## config.mk

```make
export PLATFORM = sky130hd
export DESIGN_NAME = fir_mac_engine_flat
export DESIGN_NICKNAME = d
export VERILOG_FILES = /design/src/rtl/fir_mac_engine_if.sv /design/src/rtl/fir_mac_engine.sv /design/src/flat_wrapper.sv
export SDC_FILE = /design/constraint.sdc
export NUM_CORES = 1
export LEC_CHECK = 0
export ABC_AREA = 0
export CAP_MARGIN = 30
export CORE_MARGIN = 4
export CORE_UTILIZATION = 37
export DETAILED_ROUTE_END_ITERATION = 8
export SLEW_MARGIN = 5
export SYNTH_ARGS = -nofsm -noshare
export SYNTH_HDL_FRONTEND = slang
export SYNTH_SLANG_ARGS = --single-unit
```

## constraint.sdc

```tcl
create_clock -name clk -period 6.8 [get_ports clk]
set_clock_uncertainty 0.2 [all_clocks]
set_input_delay 1.7 -clock clk [delete_from_list [all_inputs] [get_ports clk]]
set_output_delay 1.7 -clock clk [all_outputs]
set_load 0.02 [all_outputs]
```

## src/rtl/fir_mac_engine_if.sv

```systemverilog
// Handshake and memory-port bundle between the FIR MAC engine and its environment.
// master = engine side, slave = requester / memories / output consumer side.
interface fir_mac_engine_if #(
    parameter int NUM_TAPS = 1021,
    parameter int DATA_W   = 16,
    parameter int COEFF_W  = 16,
    parameter int OUT_W    = 16
);
    localparam int ADDR_W = $clog2(NUM_TAPS);
    localparam int CNT_W  = $clog2(NUM_TAPS + 1);

    logic                 start;
    logic [CNT_W-1:0]     tap_cnt;
    logic                 busy;
    logic [ADDR_W-1:0]    cff_addr;
    logic [COEFF_W-1:0]   cff_data;
    logic [ADDR_W-1:0]    smpl_addr;
    logic [DATA_W-1:0]    smpl_data;
    logic                 out_vld;
    logic                 out_rdy;
    logic [OUT_W-1:0]     smpl_out;
    logic                 sat;

    modport master (
        input  start, tap_cnt, cff_data, smpl_data, out_rdy,
        output busy, cff_addr, smpl_addr, out_vld, smpl_out, sat
    );

    modport slave (
        output start, tap_cnt, cff_data, smpl_data, out_rdy,
        input  busy, cff_addr, smpl_addr, out_vld, smpl_out, sat
    );
endinterface

```

## src/rtl/fir_mac_engine.sv

```systemverilog
// One output sample per start: sums L coeff*sample products, rounds half-up and saturates.
// Latency L+4 cycles to out_vld; result held in OUT until out_rdy, start ignored while busy.
module fir_mac_engine #(
    parameter int NUM_TAPS   = 1021,
    parameter int DATA_W     = 16,
    parameter int COEFF_W    = 16,
    parameter int ACC_W      = 42,
    parameter int OUT_W      = 16,
    parameter int FRAC_SHIFT = 15
) (
    input  logic               clk,
    input  logic               rst_n,
    fir_mac_engine_if.master   bus
);
    localparam int ADDR_W = $clog2(NUM_TAPS);
    localparam int CNT_W  = $clog2(NUM_TAPS + 1);
    localparam int PROD_W = DATA_W + COEFF_W;

    localparam logic        [ACC_W:0] ONE  = {{ACC_W{1'b0}}, 1'b1};
    localparam logic signed [ACC_W:0] RND  = (ONE << FRAC_SHIFT) >> 1;
    localparam logic signed [ACC_W:0] OMAX = {{(ACC_W-OUT_W+2){1'b0}}, {(OUT_W-1){1'b1}}};
    localparam logic signed [ACC_W:0] OMIN = {{(ACC_W-OUT_W+2){1'b1}}, {(OUT_W-1){1'b0}}};

    typedef enum logic [1:0] {IDLE, RUN, DRAIN, OUT} state_t;

    state_t                    state_q, state_d;
    logic [CNT_W-1:0]          len_q;
    logic [ADDR_W-1:0]         addr_q;
    logic [1:0]                dcnt_q;
    logic                      m_vld_q, p_vld_q;
    logic signed [PROD_W-1:0]  prod_q;
    logic signed [ACC_W-1:0]   acc_q;
    logic [OUT_W-1:0]          out_q;
    logic                      sat_q, vld_q;

    logic                      last_addr, drain_done, accept;
    logic [CNT_W-1:0]          eff_len;
    logic signed [PROD_W-1:0]  prod_d;
    logic signed [ACC_W-1:0]   acc_fin;
    logic signed [ACC_W:0]     rnd, q;
    logic [OUT_W-1:0]          out_d;
    logic                      sat_d;

    assign last_addr  = (CNT_W'(addr_q) == len_q - CNT_W'(1));
    assign drain_done = (dcnt_q == 2'd2);
    assign accept     = vld_q && bus.out_rdy;
    assign eff_len    = (bus.tap_cnt == '0 || bus.tap_cnt > CNT_W'(NUM_TAPS))
                        ? CNT_W'(NUM_TAPS) : bus.tap_cnt;

    // Final product is folded in combinationally so the last DRAIN edge sees the complete sum.
    assign prod_d  = $signed(bus.smpl_data) * $signed(bus.cff_data);
    assign acc_fin = p_vld_q ? acc_q + {{(ACC_W-PROD_W){prod_q[PROD_W-1]}}, prod_q} : acc_q;
    assign rnd     = {acc_fin[ACC_W-1], acc_fin} + RND;
    assign q       = rnd >>> FRAC_SHIFT;

    always_comb begin
        out_d = q[OUT_W-1:0];
        sat_d = 1'b0;
        if (q > OMAX) begin
            out_d = OMAX[OUT_W-1:0];
            sat_d = 1'b1;
        end else if (q < OMIN) begin
            out_d = OMIN[OUT_W-1:0];
            sat_d = 1'b1;
        end
    end

    always_ff @(posedge clk or negedge rst_n) begin
        if (!rst_n) state_q <= IDLE;
        else        state_q <= state_d;
    end

    always_comb begin
        state_d = state_q;
        case (state_q)
            IDLE:    if (bus.start) state_d = RUN;
            RUN:     if (last_addr) state_d = DRAIN;
            DRAIN:   if (drain_done) state_d = OUT;
            OUT:     if (accept) state_d = IDLE;
            default: state_d = IDLE;
        endcase
    end

    always_comb begin
        bus.busy = (state_q != IDLE);
    end

    always_ff @(posedge clk or negedge rst_n) begin
        if (!rst_n) begin
            len_q   <= '0;
            addr_q  <= '0;
            dcnt_q  <= '0;
            m_vld_q <= 1'b0;
            p_vld_q <= 1'b0;
            prod_q  <= '0;
            acc_q   <= '0;
            out_q   <= '0;
            sat_q   <= 1'b0;
            vld_q   <= 1'b0;
        end else begin
            m_vld_q <= (state_q == RUN);
            p_vld_q <= m_vld_q;
            prod_q  <= prod_d;
            dcnt_q  <= (state_q == DRAIN) ? dcnt_q + 2'd1 : 2'd0;
            if (state_q == IDLE && bus.start) begin
                len_q  <= eff_len;
                addr_q <= '0;
                acc_q  <= '0;
            end else begin
                acc_q <= acc_fin;
                if (state_q == RUN && !last_addr) addr_q <= addr_q + ADDR_W'(1);
            end
            if (state_q == DRAIN && drain_done) begin
                out_q <= out_d;
                sat_q <= sat_d;
                vld_q <= 1'b1;
            end else if (state_q == OUT && accept) begin
                vld_q <= 1'b0;
            end
        end
    end

    assign bus.cff_addr  = addr_q;
    assign bus.smpl_addr = addr_q;
    assign bus.out_vld   = vld_q;
    assign bus.smpl_out  = out_q;
    assign bus.sat       = sat_q;
endmodule
```

## src/flat_wrapper.sv

```systemverilog
// flat-port wrapper written by rule: the top's interface ports become plain ports
module fir_mac_engine_flat 
#(
    parameter int NUM_TAPS   = 1021,
    parameter int DATA_W     = 16,
    parameter int COEFF_W    = 16,
    parameter int ACC_W      = 42,
    parameter int OUT_W      = 16,
    parameter int FRAC_SHIFT = 15
)
  (clk, rst_n, bus_start, bus_tap_cnt, bus_cff_data, bus_smpl_data, bus_out_rdy, bus_busy, bus_cff_addr, bus_smpl_addr, bus_out_vld, bus_smpl_out, bus_sat);
  fir_mac_engine_if #(.NUM_TAPS(NUM_TAPS), .DATA_W(DATA_W), .COEFF_W(COEFF_W), .OUT_W(OUT_W)) bus_i ();
  input  logic clk;
  input  logic rst_n;
  input wire logic [$bits(bus_i.start)-1:0] bus_start;
  input wire logic [$bits(bus_i.tap_cnt)-1:0] bus_tap_cnt;
  input wire logic [$bits(bus_i.cff_data)-1:0] bus_cff_data;
  input wire logic [$bits(bus_i.smpl_data)-1:0] bus_smpl_data;
  input wire logic [$bits(bus_i.out_rdy)-1:0] bus_out_rdy;
  output wire logic [$bits(bus_i.busy)-1:0] bus_busy;
  output wire logic [$bits(bus_i.cff_addr)-1:0] bus_cff_addr;
  output wire logic [$bits(bus_i.smpl_addr)-1:0] bus_smpl_addr;
  output wire logic [$bits(bus_i.out_vld)-1:0] bus_out_vld;
  output wire logic [$bits(bus_i.smpl_out)-1:0] bus_smpl_out;
  output wire logic [$bits(bus_i.sat)-1:0] bus_sat;
  assign bus_i.start = bus_start;
  assign bus_i.tap_cnt = bus_tap_cnt;
  assign bus_i.cff_data = bus_cff_data;
  assign bus_i.smpl_data = bus_smpl_data;
  assign bus_i.out_rdy = bus_out_rdy;
  assign bus_busy = bus_i.busy;
  assign bus_cff_addr = bus_i.cff_addr;
  assign bus_smpl_addr = bus_i.smpl_addr;
  assign bus_out_vld = bus_i.out_vld;
  assign bus_smpl_out = bus_i.smpl_out;
  assign bus_sat = bus_i.sat;
  fir_mac_engine #(.NUM_TAPS(NUM_TAPS), .DATA_W(DATA_W), .COEFF_W(COEFF_W), .ACC_W(ACC_W), .OUT_W(OUT_W), .FRAC_SHIFT(FRAC_SHIFT)) u_core (.clk(clk), .rst_n(rst_n), .bus(bus_i));
endmodule
```

[Word-level counts from Yosys, hierarchy flattened]
Cells that the tools add are included.
Storage, ports and cells
  bits in registers: 118
  input port bits: 46
  logic and storage cells: 59
Cells by class
  add/sub/neg operators: 5
  $mul: 1
  $lt $le $gt $ge: 3
  equality and inequality tests: 9
  muxes and demuxes: 17
  reductions and logical operators: 13
Operator list (number)
  $mux W42: 2
  $add A42 B16 Y43 const B: 1
  $add A42 B42 Y42: 1
  $mul A16 B16 Y32: 1
  $mux W16: 2
  $mux W10: 3
  $gt A28 B16 Y1 const B: 1
  $lt A28 B16 Y1 const B: 1
  $add A10 B1 Y10 const B: 1
  $eq A10 B10 Y1: 1
  $gt A10 B10 Y1 const B: 1
  $logic_not A10 Y1: 1
  $mux W2: 5
  $sub A10 B1 Y10 const B: 1
  $pmux W2 S4: 1
  $eq A2 B2 Y1 const B: 3
  $ne A2 B1 Y1 const B: 3
  $reduce_bool A2 Y1: 3
  $logic_and A1 B1 Y1: 5
  $mux W1: 4
  $reduce_and A4 Y1: 1
  $add A2 B1 Y2 const B: 1
  $eq A2 B1 Y1 const B: 1
  $logic_not A2 Y1: 1
  3 further kinds: 3

[Longest topological paths before layout]
  depth in word-level cells: 6
  depth in mapped cells: 25

[Worst setup path before layout]
No wires, ideal clock.
  kind: input port to flip-flop
  from: input bus_cff_data[6]
  to: register u_core.prod_q[28]
  setup time: 80 ps
  arrival: 7385 ps
  data required time: 6520 ps
  path slack: -865 ps
  stages: 23
  path buffers: 1
  path through: clkbuf_1 > and2_1 > fa_1 > inv_1 > fa_1 > fa_1 > fa_1 > inv_1 > fa_1 > inv_1 > fa_1 > inv_1 > ha_1 > a21o_1 > a21oi_1 > o21ai_0 > a2111oi_0 > nor2_1 > o211ai_1 > a41oi_1 > a31o_2 > a21oi_1 > xnor2_1
Between the ends
  longest elaborated chain between the ends: 1
RTL lines
  start: declaration: line flat_wrapper.sv:17  | input wire logic [$bits(bus_i.cff_data)-1:0] bus_cff_data;
  $mul A16 B16 Y32: line fir_mac_engine.sv:51  | assign prod_d = $signed(bus.smpl_data) * $signed(bus.cff_data);
  net u_core.prod_d[28]: line fir_mac_engine.sv:38  | logic signed [PROD_W-1:0] prod_d;
  end signal: assignment: line fir_mac_engine.sv:103  | prod_q <= prod_d;
  end: declaration: line fir_mac_engine.sv:31  | logic signed [PROD_W-1:0] prod_q;
The timed path passes the listed nets, and every way through them passes these cells.
A chain may end at the register's enable or synchronous reset.

[Worst setup path in the final report]
  from: input bus_cff_data[8]
  to: register u_core.prod_q[28]
The elaborated chain is that of the path after synthesis.

==> results.toml <==
[final_layout]
nets = 2763
design_area_mm2 = 0.0227
drive_gt1_share_pct = 21.3
seqCellArea_mm2 = 0.00295
area_growth_pct = 24.6
layout.cells.non_filler = 2999
n_antenna_cell = 0
final_common_cell = "inv_1"
multiInputGateArea_mm2 = 0.0142
num-fill-cells = 4685
layout_common_cells = "inv_1, fa_1, buf_4"

[floorplan]
start_util_pct = 37.4
die_y_um = 230
row_count = 81
io_pins = 85
die_area_mm2 = 0.0529
die_w_um = 230
core_area_mm2 = 0.0488

[worst_setup_path]
crit_path_top_delay_cell = "fa_2"
arrival_ns = 7.25
cp_slowest_stage_delay_ns = 0.55
required_ns = 6.94
critical_path.top_delay_family = "adder cells"
path_max_fanout = 5
endpoint_kind = "flop"
worstPathCellList = "dlygate4sd2_1, buf_6, buf_6, nand2_1, fa_1, inv_2, fa_2, fa_1, fa_1, fa_1, inv_2, fa_1, inv_1, ha_2, or3_4, or3_4, o211ai_1, a41oi_2, a31o_2, a21oi_2, xnor2_1"
worstSetupPathType = "input pin to flop"
cpMostUsedCell = "fa_1"
cp-start-kind = "input pin"
worst-path-buf-inv = 6

[detailed_routing]
first_pass_iters = 6
wl_mm = 46.9
via_per_inst = 5.05
num_vias = 15136
dr_wl_met3_mm = 1.84
drcViolationCount = 0
drt_iter0_drc = 790
top_layer = "met4"
antenna_left = 0
wl_per_cell_um = 15.6
drt-met1-wl_mm = 21.9
wl_met2_mm = 22.1

[global_routing]
track_usage_pct = 18.0
grt_start_max_net_pins = 61
antenna_found_initial = 0
grt_pass1_vias = 16226
overflow = 0
grt_pass1_wl_mm = 80.3

[cts]
clockRootBuffer = "clkbuf_16"
insertion_delay_ns = 0.42
clockBufferDepth = 2
cts.sink_count = 118
cts_buffers = 17
cts_tree = "done"
cts_hold_buf = 0
clkTransAtPathRegs_ns = 0.06
htree_num_levels = 4

[placed_design]
place_area_mm2 = 0.0211
portBuffers = 84
dp_hpwl_mm = 37.3
dp.cells = 2899
gp_congestion = 0.906

[job]
cap_violations = 0

[synth]
synth.yosys.seq_area_share_pct = 16.2
synthAdderAreaFrac_pct = 37.9
synth_area_per_cell_um2 = 8.86
synth_top_family_by_area = "adder cells"
synth_edf_count = 0
synthArstFlopShare_pct = 100
synthesis.area_mm2 = 0.0182
synth.area.mux_share_pct = 1.32
syn-num-nets = 2501
synth_xor_area_share_pct = 4.66
synth-simple-area-share_pct = 17.8
syn_inst = 2060
synth_compound_area_share_pct = 12.9
synth-main-ff-cell = "dfrtp_1"
ys_warn_count = 0
ys_types = 90
ys_ff_latch = 118

[sta]
fin_crit_ns = 7.11
final-setup-viol-count = 9
slew_violations = 0
fin_ws_ns = -0.313
max_freq_mhz = 141
rsz0062_at_grt = "true"
fin_crit_sh_pct = 105
hold_slack_ns = 0.166
worst_pin_slew_ns = 0.942
slew_headroom_pct = 36.7
finalHoldViolCount = 0

[outcome]
status = "finished, violations left"
violations = "negative setup slack"

[worst_hold_path]
min_path_type = "flop to flop"
[cell families (layout without fill, tap and decap cells)]
family | count (synthesis) | in the layout
AOI/OAI and AO/OA | 343 | 343
xor gates and xnor gates | 97 | 97
adders and majority gates | 395 | 395
buffers and inverters | 428 | 703
DFF | 118 | 118
muxes | 23 | 23
and+or+nand+nor | 656 | 656
[metal layers]
layer / GRT usage (%) / vias up
li1: - / 7231
met1: 25.0 / 7473
met2: 30.2 / 366
met3: 2.22 / 66
met4: 4.39 / 0
met5: 0 / -
[cells in the mapped netlist (7+ instances only)]
master / number / area (µm²)
fa_1: 263 / 5270
dfrtp_1: 118 / 2950
ha_1: 132 / 1650
xnor2_1: 63 / 552
o21a_1: 11 / 82.6
nor2b_1: 9 / 56.3
buf_4: 11 / 82.6
buf_2: 8 / 40.0
nor3b_1: 7 / 52.6
o31ai_1: 7 / 52.6
and3_1: 17 / 106
o22a_1: 10 / 87.6
inv_1: 331 / 1240
a21oi_1: 81 / 405
nand2_1: 218 / 818
nor4_1: 11 / 68.8
nor2_1: 127 / 477
nand3_1: 35 / 175
nor3_1: 28 / 140
o211ai_1: 9 / 67.6
and2_1: 120 / 751
mux2i_1: 16 / 160
nand2b_1: 23 / 144
o21ai_0: 66 / 330
nand3b_1: 7 / 52.6
o22ai_1: 15 / 93.8
nand4_1: 15 / 93.8
or4_1: 7 / 52.6
a211oi_1: 10 / 75.1
xor2_1: 34 / 298
a21o_1: 29 / 218
a31oi_1: 17 / 106
clkbuf_1: 67 / 251
or3_1: 12 / 75.1
[final timing paths]
kind / startpoint / end / slack [ns] / cells after the start
max: bus_cff_data[8] / u_core.prod_q[28] / -0.31 / 21
max reg2reg: u_core.acc_q[0] / u_core.bus.smpl_out[14] / 0.90 / 19
min: u_core.m_vld_q / u_core.p_vld_q / 0.17 / 0
min in group asynchronous: rst_n / u_core.bus.cff_addr[2] / 1.03 / 1
max in group asynchronous: rst_n / u_core.prod_q[30] / 4.44 / 2
min reg2reg: u_core.m_vld_q / u_core.p_vld_q / 0.17 / 0
[through the flow]
step                      TNS [ns]  worst slack, ns  utilization, %
after detailed placement    -19.64            -1.44            43.1
after global routing         -3.44           -0.472            46.5
after CTS                    -1.91           -0.309            46.2
after global placement      -18.58            -1.38            43.1
final                        -1.69           -0.313            46.5
after floorplan              -1.80           -0.324               -
[final cells by class]
type | instances | area share (%)
Clock buffer | 19 | 1.99
Clock inverter | 13 | 0.644
Inverter | 332 | 5.49
Multi-Input combinational cell | 1514 | 62.3
Sequential cell | 118 | 13.0
Tap cell | 664 | 3.65
Timing Repair Buffer | 339 | 12.9
[what timing repair did]
item,4_1_cts,5_1_grt
resized for setup,229,63
pin swaps,98,70
buffers inserted,62,7
endpoints found under the setup margin,18,15
endpoints found under the hold margin,0,0
gates cloned,2,0
[registers in the layout, summed over array words and instances, names as in the netlist]
signal	count
u_core.acc_q	42
u_core.bus.cff_addr	10
u_core.bus.out_vld	1
u_core.bus.sat	1
u_core.bus.smpl_out	16
u_core.dcnt_q	2
u_core.len_q	10
u_core.m_vld_q	1
u_core.p_vld_q	1
u_core.prod_q	32
u_core.state_q	2
Power is not shown: default switching activity piles up to over one toggle a cycle in this logic, so the estimate is an artifact.
